==> src/rtl/cond_pkg.sv <==
// Shared definitions for the condition-code unit:
// flag bit positions, condition field encodings, FSM states.
package cond_pkg;

  localparam int FLG_N = 4;
  localparam int FLG_Z = 3;
  localparam int FLG_F = 2;
  localparam int FLG_L = 1;
  localparam int FLG_C = 0;

  localparam logic [3:0] COND_EQ = 4'd0;
  localparam logic [3:0] COND_NE = 4'd1;
  localparam logic [3:0] COND_CS = 4'd2;
  localparam logic [3:0] COND_CC = 4'd3;
  localparam logic [3:0] COND_HI = 4'd4;
  localparam logic [3:0] COND_LS = 4'd5;
  localparam logic [3:0] COND_GT = 4'd6;
  localparam logic [3:0] COND_LE = 4'd7;
  localparam logic [3:0] COND_FS = 4'd8;
  localparam logic [3:0] COND_FC = 4'd9;
  localparam logic [3:0] COND_LO = 4'd10;
  localparam logic [3:0] COND_HS = 4'd11;
  localparam logic [3:0] COND_LT = 4'd12;
  localparam logic [3:0] COND_GE = 4'd13;
  localparam logic [3:0] COND_UC = 4'd14;
  localparam logic [3:0] COND_NV = 4'd15;

  typedef enum logic {
    ST_IDLE = 1'b0,
    ST_RESP = 1'b1
  } state_e;

endpackage

==> src/rtl/cond_eval.sv <==
// Pure condition evaluator: flags + 4-bit condition field -> true.
// Kept standalone so the controller can reuse it for flag-based stalls.
module cond_eval
  import cond_pkg::*;
(
  input  logic [4:0] flags_i,
  input  logic [3:0] cond_i,
  output logic       true_o
);

  logic n, z, f, l, c;

  assign n = flags_i[FLG_N];
  assign z = flags_i[FLG_Z];
  assign f = flags_i[FLG_F];
  assign l = flags_i[FLG_L];
  assign c = flags_i[FLG_C];

  // Decode the condition field against the flags.
  always_comb begin
    true_o = 1'b0;
    unique case (cond_i)
      COND_EQ: true_o = z;
      COND_NE: true_o = !z;
      COND_CS: true_o = c;
      COND_CC: true_o = !c;
      COND_HI: true_o = l;
      COND_LS: true_o = !l;
      COND_GT: true_o = n;
      COND_LE: true_o = !n;
      COND_FS: true_o = f;
      COND_FC: true_o = !f;
      COND_LO: true_o = !l && !z;
      COND_HS: true_o = l || z;
      COND_LT: true_o = !n && !z;
      COND_GE: true_o = n || z;
      COND_UC: true_o = 1'b1;
      COND_NV: true_o = 1'b0;
    endcase
  end

endmodule

==> src/rtl/cond_unit.sv <==
// Processor status flags, branch condition resolution with a
// req/ack handshake, and a saturating taken-branch counter.
module cond_unit
  import cond_pkg::*;
#(
  parameter int CNT_W = 16
) (
  input  logic             clk,
  input  logic             rst_n,
  input  logic             alu_valid,
  input  logic             codes_computed,
  input  logic [4:0]       con_codes,
  input  logic             psr_we,
  input  logic [4:0]       psr_wdata,
  input  logic             br_req,
  input  logic [3:0]       br_cond,
  output logic             br_ack,
  output logic             br_taken,
  output logic [4:0]       psr_q,
  output logic             carry,
  output logic [CNT_W-1:0] taken_cnt,
  input  logic             cnt_clr
);

  localparam logic [CNT_W-1:0] CNT_MAX = '1;

  state_e           state_q;
  logic             ack_q;
  logic             taken_q;
  logic [4:0]       flags_q;
  logic [4:0]       flags_d;
  logic [CNT_W-1:0] cnt_q;
  logic [CNT_W-1:0] cnt_d;
  logic             cond_true;
  logic             accept;

  // Next flag value; also the bypassed flags used for evaluation.
  always_comb begin
    flags_d = flags_q;
    if (psr_we) begin
      flags_d = psr_wdata;
    end else if (alu_valid && codes_computed) begin
      flags_d = con_codes;
    end
  end

  cond_eval u_eval (
    .flags_i (flags_d),
    .cond_i  (br_cond),
    .true_o  (cond_true)
  );

  assign accept = (state_q == ST_IDLE) && br_req;

  // Saturating taken counter, clear wins over increment.
  always_comb begin
    cnt_d = cnt_q;
    if (cnt_clr) begin
      cnt_d = '0;
    end else if (accept && cond_true && (cnt_q != CNT_MAX)) begin
      cnt_d = cnt_q + 1'b1;
    end
  end

  // Flag register.
  always_ff @(posedge clk or negedge rst_n) begin
    if (!rst_n) begin
      flags_q <= '0;
    end else begin
      flags_q <= flags_d;
    end
  end

  // Taken counter register.
  always_ff @(posedge clk or negedge rst_n) begin
    if (!rst_n) begin
      cnt_q <= '0;
    end else begin
      cnt_q <= cnt_d;
    end
  end

  // Handshake FSM with registered ack and taken.
  always_ff @(posedge clk or negedge rst_n) begin
    if (!rst_n) begin
      state_q <= ST_IDLE;
      ack_q   <= 1'b0;
      taken_q <= 1'b0;
    end else begin
      unique case (state_q)
        ST_IDLE: begin
          if (br_req) begin
            state_q <= ST_RESP;
            ack_q   <= 1'b1;
            taken_q <= cond_true;
          end else begin
            ack_q   <= 1'b0;
            taken_q <= 1'b0;
          end
        end
        ST_RESP: begin
          state_q <= ST_IDLE;
          ack_q   <= 1'b0;
          taken_q <= 1'b0;
        end
      endcase
    end
  end

  assign br_ack    = ack_q;
  assign br_taken  = taken_q;
  assign psr_q     = flags_q;
  assign carry     = flags_q[FLG_C];
  assign taken_cnt = cnt_q;

endmodule

==> config.mk <==
export PLATFORM = sky130hd
export DESIGN_NAME = cond_unit
export DESIGN_NICKNAME = d
export VERILOG_FILES = /design/src/rtl/cond_pkg.sv /design/src/rtl/cond_eval.sv /design/src/rtl/cond_unit.sv
export SDC_FILE = /design/constraint.sdc
export NUM_CORES = 1
export LEC_CHECK = 0
export ABC_AREA = 1
export CAP_MARGIN = 30
export CORE_ASPECT_RATIO = 0.6
export CORE_MARGIN = 3
export CORE_UTILIZATION = 47
export CTS_CLUSTER_SIZE = 16
export DETAILED_ROUTE_END_ITERATION = 6
export PLACE_DENSITY = 0.79
export SYNTH_ARGS = -nofsm -noshare
export SYNTH_HDL_FRONTEND = slang
export SYNTH_HIERARCHICAL = 1
export SYNTH_SLANG_ARGS = --single-unit
==> constraint.sdc <==
create_clock -name clk -period 2.6 [get_ports clk]
set_clock_uncertainty 0.15 [all_clocks]
set_input_delay 0.52 -clock clk [delete_from_list [all_inputs] [get_ports clk]]
set_output_delay 0.52 -clock clk [all_outputs]
set_load 0.02 [all_outputs]
### Word level (Yosys, flattened, before mapping)

Cells that the tools add are included.

* output and inout port bits: 24
* flip-flop bits (word level): 23

* equality and inequality tests: 16
* $add $sub $neg: 1
* reduce and logical (&&, ||, !) cells: 15
* bitwise operators: 1
* multiplexer cells: 9

Operators with widths (count)
* $eq 4x4->1 const B: 8
* $mux 16: 2
* $add 16x1->16 const B: 1
* $eq 4x3->1 const B: 4
* $ne 16x16->1 const B: 1
* $pmux 1 s16: 1
* $mux 5: 2
* $eq 4x2->1 const B: 2
* $logic_and 1x1->1: 6
* $logic_not 1->1: 5
* $eq 4x1->1 const B: 1
* $logic_not 4->1: 1
* $pmux 1 s2: 2
* $logic_or 1x1->1: 2
* $mux 1: 2
* $reduce_bool 2->1: 1
* $not 1->1: 1

### Longest topological paths before layout

Gate-level depths: netlist of run 1.

* depth in word-level cells: 10
* depth in mapped cells: 18
* mapped depth without buffers: 17

### Hierarchy

Netlist of run 1, hierarchy kept.

Modules (own cells, without submodules)
* cond_unit: area each 1317.5 µm², seq. area each 575.6 µm², cells an instance 177, times used 1
* cond_eval: area each 220.2 µm², seq. area each 0.0 µm², cells an instance 52, times used 1

### Least setup slack after synthesis of run 1

Ideal clock, no wire load.

* kind: input-to-reg
* from: in alu_valid
* to: reg cnt_q[2] (netlist: taken_cnt[2])
* required time: 2384 ps
* buffers on the path: 1
* arrival time: 2170 ps
* slack: 214 ps
* cell stages on the path: 17
* cells stage by stage: nand2_1 inv_1 nand2_1 a31oi_1 inv_1 nand2_1 nand2_1 nor2_1 nor2_1 nand3_1 nor2_1 nor2_1 nand2_1 nor2_4 buf_2 nand4_1 nand2_1

* longest elaborated chain between the ends: 9
* elaborated cells on any way between the ends: 16
* those cells by class: mux: 3; reduce/logical: 13

RTL lines
* start: declaration: line cond_unit.sv:10 `input logic alu_valid,`
* $logic_and 1x1->1 *: line cond_unit.sv:42 `end else if (alu_valid && codes_computed) begin`
* $mux 5 *: line cond_unit.sv:42
* $mux 5 *: line cond_unit.sv:40 `if (psr_we) begin`
* via flags_d[4]: line cond_unit.sv:31 `logic [4:0] flags_d;`
* $logic_not 1->1: line cond_eval.sv:30, cond_eval.sv:35
* $logic_and 1x1->1: line cond_eval.sv:35 `COND_LT: true_o = !n && !z;`
* $pmux 1 s16 *: line cond_eval.sv:22 `unique case (cond_i)`
* via cond_true: line cond_unit.sv:34 `logic cond_true;`
* $logic_and 1x1->1 * (2 in a row): line cond_unit.sv:60 `end else if (accept && cond_true && (cnt_q != CNT_MAX)) begin`
* $reduce_bool 2->1 (no source line) *
* end signal: assignment: line cond_unit.sv:79 `cnt_q <= cnt_d;`
* end: declaration: line cond_unit.sv:32 `logic [CNT_W-1:0] cnt_q;`

The timed path passes the listed nets; every way through them passes the cells marked *.
A chain may end at the register's enable or synchronous reset.

### Final worst setup path of run 1

* from: in br_cond[2]
* to: reg cnt_q[1] (netlist: taken_cnt[1])

* longest elaborated chain between the ends: 5
* elaborated cells on any way between the ends: 20
* those cells by class: eq/ne: 15; mux: 1; reduce/logical: 4

RTL lines
* start: declaration: line cond_unit.sv:16 `input logic [3:0] br_cond,`
* $eq 4x4->1 (tied with other cells): line cond_eval.sv:22
* $pmux 1 s16 *: line cond_eval.sv:22
* via cond_true: line cond_unit.sv:34
* $logic_and 1x1->1 * (2 in a row): line cond_unit.sv:60
* $reduce_bool 2->1 (no source line) *

Marks and branches as above.

==> results.yml, run 1 <==
outcome:
  status: "finished, final reports clean"
cts:
  cts.hold.buffers_added: 0
  cts_tree: "yes"
  clkSinkCount: 23
  cts_inserted_buffers: 3
  clock_latency_ns: 0.27
  cts_root_buf: "clkbuf_8"
  clk_path_buf_depth: 2
  path_clk_slew_ns: 0.09
  h-tree-depth: 1
yosys:
  netlist_area_sq_um: 1538
  yosysWarnings: 6
  ys_seq_area_share_pct: 37.43
  synth_cell_types: 23
  syn_inst: 229
  syn-num-nets: 251
  synth-seq-cells: 23
  avgSynthCellArea_sq_um: 6.715
floorplanning:
  design.die.area_sq_um: 4017
  initial_utilization_pct: 51.21
  die_w_microns: 79.85
  coreArea_sq_um: 3003
  pin_count: 45
  fp-row-count: 15
  dieHeight_microns: 50.31
power:
  share_comb_of_total_power_pct: 30.8
  p_leak_nw: 1.200
  powerDensity_nw_per_um2: 363.4
  p_clk_share_pct: 25.9
  power.switching_uw: 272.0
  irDropWorstVdd_mv: 0.2241
  sw_frac_of_total_pct: 30.98
  p_seq_share_pct: 43.4
  p_int_uw: 605.9
timing:
  tightest_slew_ns: 0.4494
  rsz0062_at_grt: "no"
  timing.hold.ws_ns: 0.3290
  tns_ns: 0
  relSlewSlack_pct: 69.93
  setup-violations-final: 0
  hold_viol: 0
  drv_slew: 0
  fin_crit_ns: 2.482
  post-route-period-util_pct: 95.46
  fmax_mhz: 402.9
detailed_routing:
  post-route-drc-count: 0
  drtIter0Drc: 161
  drt-total-wl_mm: 5.229
  wl_per_cell_microns: 15.42
  num_vias: 1827
  via_per_inst: 5.389
  drtPass1Iterations: 5
  ant_nets: 0
grt:
  grt_pass1_wl_mm: 8.066
  grt_use_total_pct: 26.25
  grt_pass1_vias: 1650
  antenna_found_initial: 0
  grt_max_degree: 24
  overflow: 0
layout:
  nFillCells: 209
  fin_nets: 320
  design_area_sq_um: 2416
  area_growth_pct: 57.12
  diodes: 0
  drive_gt1_share_pct: 20.88
critical_path:
  path_class: "primary input to flop"
  start_kind: "primary input"
  endpoint_kind: "flop"
  cp.arrival_ns: 2.54
  crit_fanout: 7
  cp.required_ns: 2.66
min_path:
  worst_hold_path_type: "flop to flop"
placed_design:
  dpl.hpwl_mm: 3.377
  placed_area_sq_um: 2131
  port_buffers: 44
  gp_congestion: 0.9447
run:
  drv_cap: 0
[final timing paths]
| check | end | slack [ns] | from | cells past startpoint |
|---|---|---|---|---|
| setup / recovery | taken_cnt[1] | 0.12 | br_cond[2] | 16 |
| hold reg to reg | br_ack | 0.33 | br_ack | 1 |
| max in group asynchronous | taken_cnt[14] | 1.61 | rst_n | 2 |
| setup reg to reg | taken_cnt[1] | 0.35 | psr_q[4] | 16 |
| hold / removal | br_ack | 0.33 | br_ack | 1 |
| min in group asynchronous | taken_cnt[12] | 0.45 | rst_n | 2 |
[power by group through the flow]
| stage | sequential (mW) | combinational, mW | clock (mW) |
|---|---|---|---|
| after floorplan | 0.400 | 0.0765 | 0 |
| after global placement | 0.385 | 0.203 | 0 |
| after detailed placement | 0.385 | 0.205 | 0 |
| after CTS | 0.379 | 0.251 | 0.231 |
| after global routing | 0.382 | 0.287 | 0.254 |
| final | 0.381 | 0.270 | 0.227 |
[synth_stat cells]
| library cell | number | share of area [%] |
|---|---|---|
| o21ai_1 | 1 | 0.33 |
| nand2_1 | 88 | 21 |
| dfrtp_1 | 23 | 37 |
| inv_1 | 19 | 4.6 |
| nor2_1 | 32 | 7.8 |
| nand4_1 | 13 | 5.3 |
| buf_4 | 1 | 0.49 |
| nor2_8 | 1 | 1.3 |
| inv_2 | 2 | 0.49 |
| o21bai_1 | 4 | 2.0 |
| ha_1 | 1 | 0.81 |
| nand2_2 | 1 | 0.41 |
| a31oi_1 | 5 | 2.0 |
| nand3b_1 | 1 | 0.49 |
| nor2_4 | 4 | 2.9 |
| o21ai_0 | 3 | 0.98 |
| buf_2 | 1 | 0.33 |
| xor2_1 | 4 | 2.3 |
| clkinv_1 | 1 | 0.24 |
| buf_6 | 1 | 0.73 |
| nand3_1 | 20 | 6.5 |
| or2_2 | 2 | 0.81 |
| clkbuf_1 | 1 | 0.24 |
[flip-flops by register name, summed over array words and instances, names as in the netlist]
| name | cells |
|---|---|
| psr_q | 5 |
| br_ack | 1 |
| taken_cnt | 16 |
| br_taken | 1 |
[placed cells by master (no fill, tap or decap), drive strengths merged]
master         instances
buf                   23
nand3b                 1
nor2                  38
or2                    2
clkbuf                 3
a31oi                  5
ha                     1
dfrtp                 23
clkdlybuf4s50         34
clkinv                 1
nand3                 20
o21ai                  4
inv                   22
xor2                   4
nand4                 13
dlymetal6s2s           8
clkdlybuf4s15          2
nand2                 89
o21bai                 4
[through the flow]
stage	setup slack [ns]	util [%]	power, mW	instances
2_1_floorplan	0.2142	-	0.4762	229
3_3_place_gp	-0.3583	70.96	0.5879	328
3_5_place_dp	-0.4480	70.96	0.5905	328
4_1_cts	0.009220	77.96	0.8612	339
5_1_grt	0.007547	80.46	0.9223	339
6_report	0.1181	80.46	0.8779	339
[layout make-up]
class,instances,area (sq um),share of cell area [%]
Clock buffer,3,41.29,1.709
Clock inverter,1,5.005,0.2071
Sequential cell,23,575.6,23.82
Tap cell,42,52.55,2.175
Timing Repair Buffer,67,683.2,28.28
Multi-Input combinational cell,181,973.4,40.29
Inverter,22,85.08,3.521
[metal layers]
metal  wire [microns]  global-route usage (%)  vias up
met5                0                       0        -
met4               36                   5.056        0
met3              343                   7.348        4
met2             2384                   37.53       82
met1             2465                   39.46      870
li1                 -                       -      871
[critical path, cell delays in order]
cell	delay, ns
clkdlybuf4s50_1	0.54
nand2_1	0.08
inv_1	0.13
nand2_1	0.09
nand2_1	0.07
nand3_1	0.07
nand2_1	0.08
nand3_1	0.08
nor2_1	0.12
nor2_1	0.07
nand2_2	0.10
nor2_4	0.05
buf_12	0.13
nor2_4	0.22
nand2_1	0.09
nand2_1	0.07
[timing repair]
item,in CTS,in global routing
gates cloned,1,0
buffers inserted,6,0
endpoints found under the setup margin,16,16
gates resized for setup,29,25
pin swaps,17,18
[kinds of logic (layout without fill, tap and decap cells)]
group	Yosys count	in the layout	share of synthesized area, %
AOI/OAI and AO/OA	13	13	5.288
xor gates and xnor gates	4	4	2.278
adders and majority gates	1	1	0.8135
buffers and inverters	26	93	7.160
DFF	23	23	37.43
and+or+nand+nor	162	163	47.03
Note: power is estimated with default switching activity, not from simulation.
==> run 2, diff against run 1 <==
- MAX_ROUTING_LAYER: unset -> met4
==> results.yml, run 2 (same netlist as run 1, synthesis figures left out) <==
layout:
  final_common_cell: "nand2_1"
  final_core_util_pct: 77.33
  fin_nets: 314
  area_growth_pct: 51.02
  largest_reg_flops: 16
  final_cell_mix: "nand2_1, clkdlybuf4s50_1, nor2_1"
  drive_gt1_share_pct: 18.90
  final_cells: 333
  diodes: 0
  nFillCells: 236
placed_design:
  gp_congestion: 0.8647
  place_ws_ns: -0.4222
  dp_cells: 325
  port_buffers: 44
  dpl.hpwl_mm: 3.325
floorplanning:
  fp-row-count: 15
  initial_utilization_pct: 51.21
  design.die.area_sq_um: 4017
  die_w_microns: 79.85
  coreArea_sq_um: 3003
  pin_count: 45
  dieHeight_microns: 50.31
timing:
  worst_slack_ns: 0.09384
  timing.hold.ws_ns: 0.3341
  fin_crit_ns: 2.506
  fmax_mhz: 399.0
  relSlewSlack_pct: 66.09
  hold_viol: 0
  setup-violations-final: 0
  drv_slew: 0
  post-route-period-util_pct: 96.39
  tightest_slew_ns: 0.5067
grt:
  use_met2_pct: 33.38
  met1_usage_pct: 38.44
  grt_pass1_vias: 1527
  grt_pass1_wl_mm: 7.403
  top_usage_layer: "met1"
  grt_use_met3_pct: 6.810
  antenna_found_initial: 0
  overflow: 0
  grt_use_total_pct: 24.77
  grt_max_degree: 24
min_path:
  worst_hold_path_type: "flop to flop"
  whs_path_depth: 1
  hp-start: "br_ack"
  min_to: "br_ack"
critical_path:
  path_class: "primary input to flop"
  r2r_end: "taken_cnt[11]"
  reg2reg_slack_ns: 0.39
  endpoint_kind: "flop"
  r2r_cells: 17
  r2r_start: "psr_q[0]"
  crit_fanout: 8
  cp.required_ns: 2.60
  start_kind: "primary input"
  cp.arrival_ns: 2.51
power:
  finalPower_uw: 845.5
  powerDensity_nw_per_um2: 364.1
  p_leak_nw: 1.122
  irDropWorstVdd_mv: 0.2907
detailed_routing:
  num_vias: 1720
  ant_nets: 0
  drtIter0Drc: 202
  drtPass1Iterations: 4
  post-route-drc-count: 0
  drt-total-wl_mm: 4.771
  wl_per_cell_microns: 14.33
  via_per_inst: 5.165
outcome:
  status: "finished, final reports clean"
cts:
  cts_tree: "yes"
  clkSinkCount: 23
  cts_inserted_buffers: 3
  path_clk_slew_ns: 0.08
  h-tree-depth: 1
  cts_root_buf: "clkbuf_8"
  clk_path_buf_depth: 2
  clock_latency_ns: 0.26
run:
  drv_cap: 0
==> run 2: cell count changes in the layout (fill, tap and decap cells not counted), moves of 3 or more <==
| cell | delta |
|---|---|
| dlymetal6s2s_1 | -4 |
| clkdlybuf4s50_1 | +6 |
| nand2_2 | +3 |
| buf_6 | -4 |
==> run 2: worst max-delay path: stages <==
cell             delay, ns
clkdlybuf4s50_1       0.46
nor2_1                0.05
a31oi_2               0.16
buf_4                 0.17
inv_1                 0.04
nand2_1               0.05
nand3_1               0.07
nand2_1               0.08
nor2_1                0.04
nand3_1               0.07
nor2_1                0.05
nor2_1                0.13
nand2_2               0.10
nor2_4                0.20
buf_6                 0.14
nor2_8                0.05
nand2_1               0.09
nand2_1               0.05
==> run 2: layout make-up <==
type                    instances  area [sq um]  area share [%]
clock buffers                   3         41.29           1.778
clock inverters                 1         5.005          0.2155
well taps                      42         52.55           2.263
inverters                      22         85.08           3.664
multi-input cells             181         969.7           41.76
flip-flops and latches         23         575.6           24.78
repair buffers                 61         593.1           25.54
==> run 2: what timing repair did <==
item,4_1_cts,5_1_grt
hold buffers,0,0
gates resized for setup,13,24
endpoints found under the setup margin,16,16
setup buffers,4,0
pin swaps,8,12
cloned,1,0
==> run 2: where the power goes <==
group,total (mW),switching (mW),internal (mW)
logic,0.243,0.130,0.112
registers,0.379,0.00953,0.370
clock network,0.223,0.116,0.107
==> run 2: per-stage QoR <==
stage	cell area, sq um	setup TNS (ns)
after CTS	2236	-0.002945
final	2322	0
after floorplan	1538	0
after detailed placement	2108	-6.308
after global placement	2108	-6.495
after global routing	2322	-0.06357
==> run 2: worst max path at each step <==
| stage | to | cells after the start | slack [ns] | start |
|---|---|---|---|---|
| after CTS | taken_cnt[15] | 20 | -0.003 | codes_computed |
| after floorplan | taken_cnt[2] | 17 | 0.21 | alu_valid |
| after global routing | taken_cnt[11] | 18 | -0.02 | psr_wdata[0] |
| final | taken_cnt[11] | 18 | 0.09 | psr_wdata[0] |
| after detailed placement | taken_cnt[10] | 16 | -0.42 | psr_we |
| after global placement | taken_cnt[15] | 16 | -0.41 | psr_we |
==> run 2: layer usage <==
| metal | part of all wire (%) | vias up |
|---|---|---|
| li1 | - | 861 |
| met4 | 0.13 | 0 |
| met5 | 0 | - |
| met2 | 43 | 96 |
| met3 | 11 | 2 |
| met1 | 46 | 761 |
